$ cat config.mk
export PLATFORM = sky130hd
export DESIGN_NAME = writeback_stage
export DESIGN_NICKNAME = d
export VERILOG_FILES = /design/src/rtl/vliw_pkg.sv /design/src/rtl/wb_slot_buffer.sv /design/src/rtl/writeback_stage.sv
export SDC_FILE = /design/constraint.sdc
export NUM_CORES = 1
export LEC_CHECK = 0
export BUFFER_PORTS_ARGS = -buffer_cell sky130_fd_sc_hd__buf_2
export CORE_AREA = 2 2 150 152
export CTS_CLUSTER_SIZE = 24
export DETAILED_ROUTE_END_ITERATION = 8
export DIE_AREA = 0 0 152 154
export HOLD_SLACK_MARGIN = 0.1
export PLACE_DENSITY = 0.83
export SYNTH_ARGS = -nofsm -noshare
export SYNTH_HDL_FRONTEND = slang
export SYNTH_SLANG_ARGS = --single-unit
$ cat constraint.sdc
create_clock -name clk -period 11.25 [get_ports clk]
set_clock_uncertainty 0.1 [all_clocks]
set_input_delay 2.25 -clock clk [delete_from_list [all_inputs] [get_ports clk]]
set_output_delay 2.25 -clock clk [all_outputs]
set_load 0.005 [all_outputs]
$ cat src/rtl/vliw_pkg.sv
// Shared types and constants for the VLIW writeback path.
// Slot enum values double as indices into per-slot arrays.
package vliw_pkg;

  localparam int XLEN      = 32;
  localparam int REG_AW    = 5;
  localparam int NUM_REGS  = 1 << REG_AW;
  localparam int CNT_W     = 16;
  localparam int NUM_SLOTS = 4;

  typedef enum logic [1:0] {
    SLOT_LSU    = 2'd0,
    SLOT_IXU1   = 2'd1,
    SLOT_IXU2   = 2'd2,
    SLOT_BRANCH = 2'd3
  } slot_e;

  // Highest priority first; used to break same-destination collisions.
  localparam slot_e PRIO_ORDER [NUM_SLOTS] = '{SLOT_BRANCH, SLOT_IXU2, SLOT_IXU1, SLOT_LSU};

  typedef struct packed {
    logic              valid;
    logic [REG_AW-1:0] rd;
    logic [XLEN-1:0]   data;
  } wb_entry_t;

  function automatic logic outranks(slot_e a, slot_e b);
    logic found;
    logic result;
    found  = 1'b0;
    result = 1'b0;
    for (int i = 0; i < NUM_SLOTS; i++) begin
      if (!found && PRIO_ORDER[i] == a) begin
        found  = 1'b1;
        result = (a != b);
      end else if (!found && PRIO_ORDER[i] == b) begin
        found  = 1'b1;
        result = 1'b0;
      end
    end
    return result;
  endfunction

endpackage

$ cat src/rtl/wb_slot_buffer.sv
// One-entry result buffer for a single writeback slot.
// An x0 result still occupies the entry for one cycle, then frees itself.
module wb_slot_buffer
  import vliw_pkg::*;
(
  input  logic              clk,
  input  logic              rst_n,
  input  logic              res_valid,
  input  logic [REG_AW-1:0] res_rd,
  input  logic [XLEN-1:0]   res_data,
  output logic              res_ready,
  input  logic              commit,
  output wb_entry_t         entry
);

  logic retire;
  logic accept;

  assign retire    = commit || (entry.valid && (entry.rd == '0));
  assign res_ready = !entry.valid || retire;
  assign accept    = res_valid && res_ready;

  always_ff @(posedge clk or negedge rst_n) begin
    if (!rst_n) begin
      entry <= '0;
    end else if (accept) begin
      entry.valid <= 1'b1;
      entry.rd    <= res_rd;
      entry.data  <= res_data;
    end else if (retire) begin
      entry.valid <= 1'b0;
    end
  end

endmodule

$ cat src/rtl/writeback_stage.sv
// Final VLIW pipeline stage: buffers one result per slot, arbitrates
// same-destination collisions, drives RF write ports and the pending-write scoreboard.
module writeback_stage
  import vliw_pkg::*;
(
  input  logic                clk,
  input  logic                rst_n,

  input  logic                lsu_res_valid,
  input  logic [REG_AW-1:0]   lsu_res_rd,
  input  logic [XLEN-1:0]     lsu_res_data,
  output logic                lsu_res_ready,
  output logic                lsu_wr_en,
  output logic [REG_AW-1:0]   lsu_rd,
  output logic [XLEN-1:0]     lsu_wr_data,
  input  logic                lsu_iss_en,
  input  logic [REG_AW-1:0]   lsu_iss_rd,

  input  logic                ixu1_res_valid,
  input  logic [REG_AW-1:0]   ixu1_res_rd,
  input  logic [XLEN-1:0]     ixu1_res_data,
  output logic                ixu1_res_ready,
  output logic                ixu1_wr_en,
  output logic [REG_AW-1:0]   ixu1_rd,
  output logic [XLEN-1:0]     ixu1_wr_data,
  input  logic                ixu1_iss_en,
  input  logic [REG_AW-1:0]   ixu1_iss_rd,

  input  logic                ixu2_res_valid,
  input  logic [REG_AW-1:0]   ixu2_res_rd,
  input  logic [XLEN-1:0]     ixu2_res_data,
  output logic                ixu2_res_ready,
  output logic                ixu2_wr_en,
  output logic [REG_AW-1:0]   ixu2_rd,
  output logic [XLEN-1:0]     ixu2_wr_data,
  input  logic                ixu2_iss_en,
  input  logic [REG_AW-1:0]   ixu2_iss_rd,

  input  logic                branch_res_valid,
  input  logic [REG_AW-1:0]   branch_res_rd,
  input  logic [XLEN-1:0]     branch_res_data,
  output logic                branch_res_ready,
  output logic                branch_wr_en,
  output logic [REG_AW-1:0]   branch_rd,
  output logic [XLEN-1:0]     branch_wr_data,
  input  logic                branch_iss_en,
  input  logic [REG_AW-1:0]   branch_iss_rd,

  output logic [NUM_REGS-1:0] pending_mask,
  output logic [CNT_W-1:0]    collision_cnt
);

  logic              res_valid [NUM_SLOTS];
  logic [REG_AW-1:0] res_rd    [NUM_SLOTS];
  logic [XLEN-1:0]   res_data  [NUM_SLOTS];
  logic              res_ready [NUM_SLOTS];
  logic              iss_en    [NUM_SLOTS];
  logic [REG_AW-1:0] iss_rd    [NUM_SLOTS];
  wb_entry_t         entry     [NUM_SLOTS];

  logic [NUM_SLOTS-1:0] eligible;
  logic [NUM_SLOTS-1:0] lose;
  logic [NUM_SLOTS-1:0] commit;
  logic [2:0]           lose_cnt;
  logic [NUM_REGS-1:0]  set_vec;
  logic [NUM_REGS-1:0]  clr_vec;
  logic [CNT_W:0]       cnt_sum;

  assign res_valid[SLOT_LSU]    = lsu_res_valid;
  assign res_rd[SLOT_LSU]       = lsu_res_rd;
  assign res_data[SLOT_LSU]     = lsu_res_data;
  assign iss_en[SLOT_LSU]       = lsu_iss_en;
  assign iss_rd[SLOT_LSU]       = lsu_iss_rd;
  assign res_valid[SLOT_IXU1]   = ixu1_res_valid;
  assign res_rd[SLOT_IXU1]      = ixu1_res_rd;
  assign res_data[SLOT_IXU1]    = ixu1_res_data;
  assign iss_en[SLOT_IXU1]      = ixu1_iss_en;
  assign iss_rd[SLOT_IXU1]      = ixu1_iss_rd;
  assign res_valid[SLOT_IXU2]   = ixu2_res_valid;
  assign res_rd[SLOT_IXU2]      = ixu2_res_rd;
  assign res_data[SLOT_IXU2]    = ixu2_res_data;
  assign iss_en[SLOT_IXU2]      = ixu2_iss_en;
  assign iss_rd[SLOT_IXU2]      = ixu2_iss_rd;
  assign res_valid[SLOT_BRANCH] = branch_res_valid;
  assign res_rd[SLOT_BRANCH]    = branch_res_rd;
  assign res_data[SLOT_BRANCH]  = branch_res_data;
  assign iss_en[SLOT_BRANCH]    = branch_iss_en;
  assign iss_rd[SLOT_BRANCH]    = branch_iss_rd;

  for (genvar s = 0; s < NUM_SLOTS; s++) begin : g_slot
    wb_slot_buffer u_buf (
      .clk       (clk),
      .rst_n     (rst_n),
      .res_valid (res_valid[s]),
      .res_rd    (res_rd[s]),
      .res_data  (res_data[s]),
      .res_ready (res_ready[s]),
      .commit    (commit[s]),
      .entry     (entry[s])
    );
  end

  // A slot loses when any higher-priority eligible slot targets the same rd.
  always_comb begin
    eligible = '0;
    lose     = '0;
    lose_cnt = '0;
    for (int s = 0; s < NUM_SLOTS; s++) begin
      eligible[s] = entry[s].valid && (entry[s].rd != '0);
    end
    for (int s = 0; s < NUM_SLOTS; s++) begin
      for (int t = 0; t < NUM_SLOTS; t++) begin
        if (eligible[s] && eligible[t] && (entry[s].rd == entry[t].rd) &&
            outranks(slot_e'(2'(t)), slot_e'(2'(s)))) begin
          lose[s] = 1'b1;
        end
      end
      lose_cnt = lose_cnt + 3'(lose[s]);
    end
    commit = eligible & ~lose;
  end

  always_comb begin
    set_vec = '0;
    clr_vec = '0;
    for (int s = 0; s < NUM_SLOTS; s++) begin
      if (iss_en[s]) set_vec[iss_rd[s]] = 1'b1;
      if (commit[s]) clr_vec[entry[s].rd] = 1'b1;
    end
    set_vec[0] = 1'b0;
  end

  assign cnt_sum = {1'b0, collision_cnt} + (CNT_W+1)'(lose_cnt);

  // Set wins over clear so a re-issued destination stays outstanding.
  always_ff @(posedge clk or negedge rst_n) begin
    if (!rst_n) begin
      pending_mask  <= '0;
      collision_cnt <= '0;
    end else begin
      pending_mask  <= ((pending_mask & ~clr_vec) | set_vec) & ~NUM_REGS'(1);
      collision_cnt <= cnt_sum[CNT_W] ? {CNT_W{1'b1}} : cnt_sum[CNT_W-1:0];
    end
  end

  assign lsu_res_ready    = res_ready[SLOT_LSU];
  assign lsu_wr_en        = commit[SLOT_LSU];
  assign lsu_rd           = entry[SLOT_LSU].rd;
  assign lsu_wr_data      = entry[SLOT_LSU].data;
  assign ixu1_res_ready   = res_ready[SLOT_IXU1];
  assign ixu1_wr_en       = commit[SLOT_IXU1];
  assign ixu1_rd          = entry[SLOT_IXU1].rd;
  assign ixu1_wr_data     = entry[SLOT_IXU1].data;
  assign ixu2_res_ready   = res_ready[SLOT_IXU2];
  assign ixu2_wr_en       = commit[SLOT_IXU2];
  assign ixu2_rd          = entry[SLOT_IXU2].rd;
  assign ixu2_wr_data     = entry[SLOT_IXU2].data;
  assign branch_res_ready = res_ready[SLOT_BRANCH];
  assign branch_wr_en     = commit[SLOT_BRANCH];
  assign branch_rd        = entry[SLOT_BRANCH].rd;
  assign branch_wr_data   = entry[SLOT_BRANCH].data;

`ifndef SYNTHESIS
  // Two slots issuing to the same nonzero rd in one cycle is an issue-stage bug.
  always @(posedge clk) begin
    if (rst_n) begin
      for (int a = 0; a < NUM_SLOTS; a++) begin
        for (int b = a + 1; b < NUM_SLOTS; b++) begin
          assert (!(iss_en[a] && iss_en[b] && iss_rd[a] == iss_rd[b] && iss_rd[a] != '0))
            else $error("duplicate issue to x%0d", iss_rd[a]);
        end
      end
    end
  end
`endif

endmodule

==> results.ini <==
[cells_and_area]
area_growth_pct=13.5
design_area_mm2=0.0126
nNetsFinal=1418
nFillCells=1838
layout-drive-gt1-share=0.465

[timing]
tns_ns=0
slew_violations=0
timing.final.hold_violations=0
finalSetupViolations=0
tightest_slew_ns=1.42
rsz0062_at_grt=no
layout_setup_ws_ns=6.05
max_freq_mhz=192
fin_crit_sh=0.462
fin_crit_ns=5.20
slew-limit-headroom=0.0471

[floorplanning]
ios=382
initial_core_util=0.514
die_x_um=152
placementRows=54
die_h_um=154
die_area_mm2=0.0234
core-area_mm2=0.0217

[global_route]
busiest_layer=met2
gr-usage-met1=0.356
first_global_vias=8895
grt_max_degree=124
antenna_found_initial=2
gr-total-overflow=0
met2_usage=0.454
grt.total_usage=0.279
grt_pass1_wl_um=51300
met3_usage=0.0772

[setup_path]
cp_top_family=simple AND/OR/NAND/NOR gates
cpMaxStageDelayCell=nor3_2
cp_cell_sequence=xnor2_1, nand3_1, nor3_2, nand2b_1, buf_2
crit_arrival_ns=2.85
end_kind=primary output
critical_path_class=reg -> out
path_buf_inv=1
worstSetupStartpointType=register
cp_slowest_stage_delay_ns=0.89
crit_required_ns=8.90
crit_fanout=18

[yosys]
synth_compound_area_frac=0.0990
synth.largest_area_cell=dfrtp_1
synth-seq-cells=199
synth_top_family_by_area=multiplexers
syn_nets=1215
synth_top_cell_area_share=0.447
avgSynthCellArea_um2=10.8
synth_commonest_cells=dfrtp_1, buf_4, mux2_2
synth_ff_type=dfrtp_1
synth_edf_count=0
synth_xor_area_frac=0.0306
synthSimpleGateAreaFrac=0.135
synth.most_common_cell=dfrtp_1
synth_area_leaders=dfrtp_1, mux2_2, buf_4, o22ai_1, mux2_1
yosys_warnings=0
netlist_area_mm2=0.0111
syn-instance-count=1029
synth.distinct_cells=51
synthMuxAreaShare=0.153
seq_area_frac_synth=0.447
synthArstFlopShare=1.00
synth_fa_ha_area_frac=0.0103

[clocking]
cts.sinks=199
cts_max_path_buffers=2
cts-hold-fix-buffers=0
clk_latency_ns=0.43
htree_levels=4
ctsRootBufferMaster=clkbuf_16
numCtsBuffers=17
path_clk_slew_ns=0.08
cts_tree=yes
cts-resized-gates=0
post_cts_buffers=0

[power_and_ir_drop]
p_leak_nw=5.71
peakVddDrop_v=0.000109
cellPowerDensity_mw_per_mm2=164

[drt]
viasPerCell=5.86
firstDrtPassIters=7
num_vias=8943
route.detailed.drc=0
wl_per_cell_um=21.8
drt.antenna.violating_nets=0
drt_iter0_markers=856
drt-total-wl_um=33300

[placed_design]
place_ws_ns=6.45
dp_hpwl_um=25200
numPortBuffers=379
routabilityCongestion=0.983
placed_area_mm2=0.0121

[hold_path]
hold_path.class=reg -> reg

[flow_run]
maxCapViolations=0

[run_status]
status=complete, no violations

-- power breakdown --
| group | internal [mW] | total, mW | switching [mW] |
|---|---|---|---|
| combinational | 0.258 | 0.506 | 0.248 |
| clock | 0.306 | 0.615 | 0.310 |
| sequential | 0.834 | 0.948 | 0.114 |
| total | 1.40 | 2.07 | 0.672 |
-- path summary, 6_finish.rpt --
| path | from | endpoint | slack, ns | depth (start not counted) |
|---|---|---|---|---|
| max in group asynchronous | rst_n | g_slot[0].u_buf.entry[7] | 7.64 | 2 |
| min | g_slot[1].u_buf.entry[21] | g_slot[1].u_buf.entry[21] | 0.39 | 1 |
| min in group asynchronous | rst_n | g_slot[1].u_buf.entry[14] | 1.78 | 1 |
| max reg2reg | g_slot[2].u_buf.entry[33] | collision_cnt[8] | 6.37 | 13 |
| min reg2reg | g_slot[1].u_buf.entry[21] | g_slot[1].u_buf.entry[21] | 0.39 | 1 |
| max | g_slot[2].u_buf.entry[33] | ixu2_res_ready | 6.05 | 5 |
-- state kept, by name, summed over array words and instances (netlist names) --
register,flops
g_slot.u_buf.entry,152
pending_mask,31
collision_cnt,16
-- metal layers --
| metal | routed length [µm] | share of wire |
|---|---|---|
| met3 | 3250 | 0.097 |
| met1 | 12900 | 0.39 |
| met2 | 16000 | 0.48 |
| met4 | 1200 | 0.036 |
| met5 | 0 | 0 |
-- layout by cell type (no fill, tap or decap), types with 3 or more instances in the layout --
cell type	n
dfrtp_1	199
nand2b_1	7
or3b_2	16
a21oi_1	3
nand3b_1	32
or3_1	9
nor2b_1	3
nor2_1	56
nand3_1	27
xor2_1	12
inv_8	4
nor3b_1	3
inv_1	6
mux2_1	30
xnor2_1	27
o21ai_0	18
nor3_1	49
clkbuf_16	17
ha_1	6
o221ai_1	15
nor4_1	4
buf_2	378
o31ai_1	30
nand2_1	34
and3_1	18
inv_6	6
mux2_2	121
o22ai_1	62
a31o_2	17
-- kinds of logic (layout without fill, tap and decap cells) --
family,count (synthesis),after routing
muxes,151,151
xor gates and xnor gates,39,39
AOI/OAI and AO/OA,154,154
buffers and inverters,203,418
adders and majority gates,8,8
DFF,199,199
and+or+nand+nor,273,273
other,2,4
-- worst register-to-register path: cells and delay by family, from the launching register on --
family	cells	cell delay, ns
fa+ha+maj	3	1.06
simple gates	6	1.98
compound gates	2	0.49
buf+inv	1	0.27
flops	1	0.66
xor+xnor	1	0.18
-- stage by stage --
step | hold slack [ns] | utilization | cells | power [mW]
3_3_place_gp | 0.370 | 0.556 | 1493 | 1.44
5_1_grt | 0.403 | 0.583 | 1526 | 2.17
2_1_floorplan | 0.365 | - | 1029 | 1.27
4_1_cts | 0.394 | 0.583 | 1524 | 2.08
6_report | 0.389 | 0.583 | 1526 | 2.07
3_5_place_dp | 0.376 | 0.556 | 1493 | 1.46
-- layout make-up --
| type | count | area [µm²] | share of cell area |
|---|---|---|---|
| flip-flops and latches | 199 | 4980 | 0.394 |
| well taps | 280 | 350 | 0.0277 |
| inverters | 6 | 22.5 | 0.00178 |
| clock buffers | 18 | 439 | 0.0347 |
| repair buffers | 381 | 1920 | 0.152 |
| clock inverters | 13 | 146 | 0.0116 |
| diodes | 2 | 5.00 | 0.000396 |
| multi-input cells | 627 | 4790 | 0.378 |
Power figures use the tool's default switching activity.
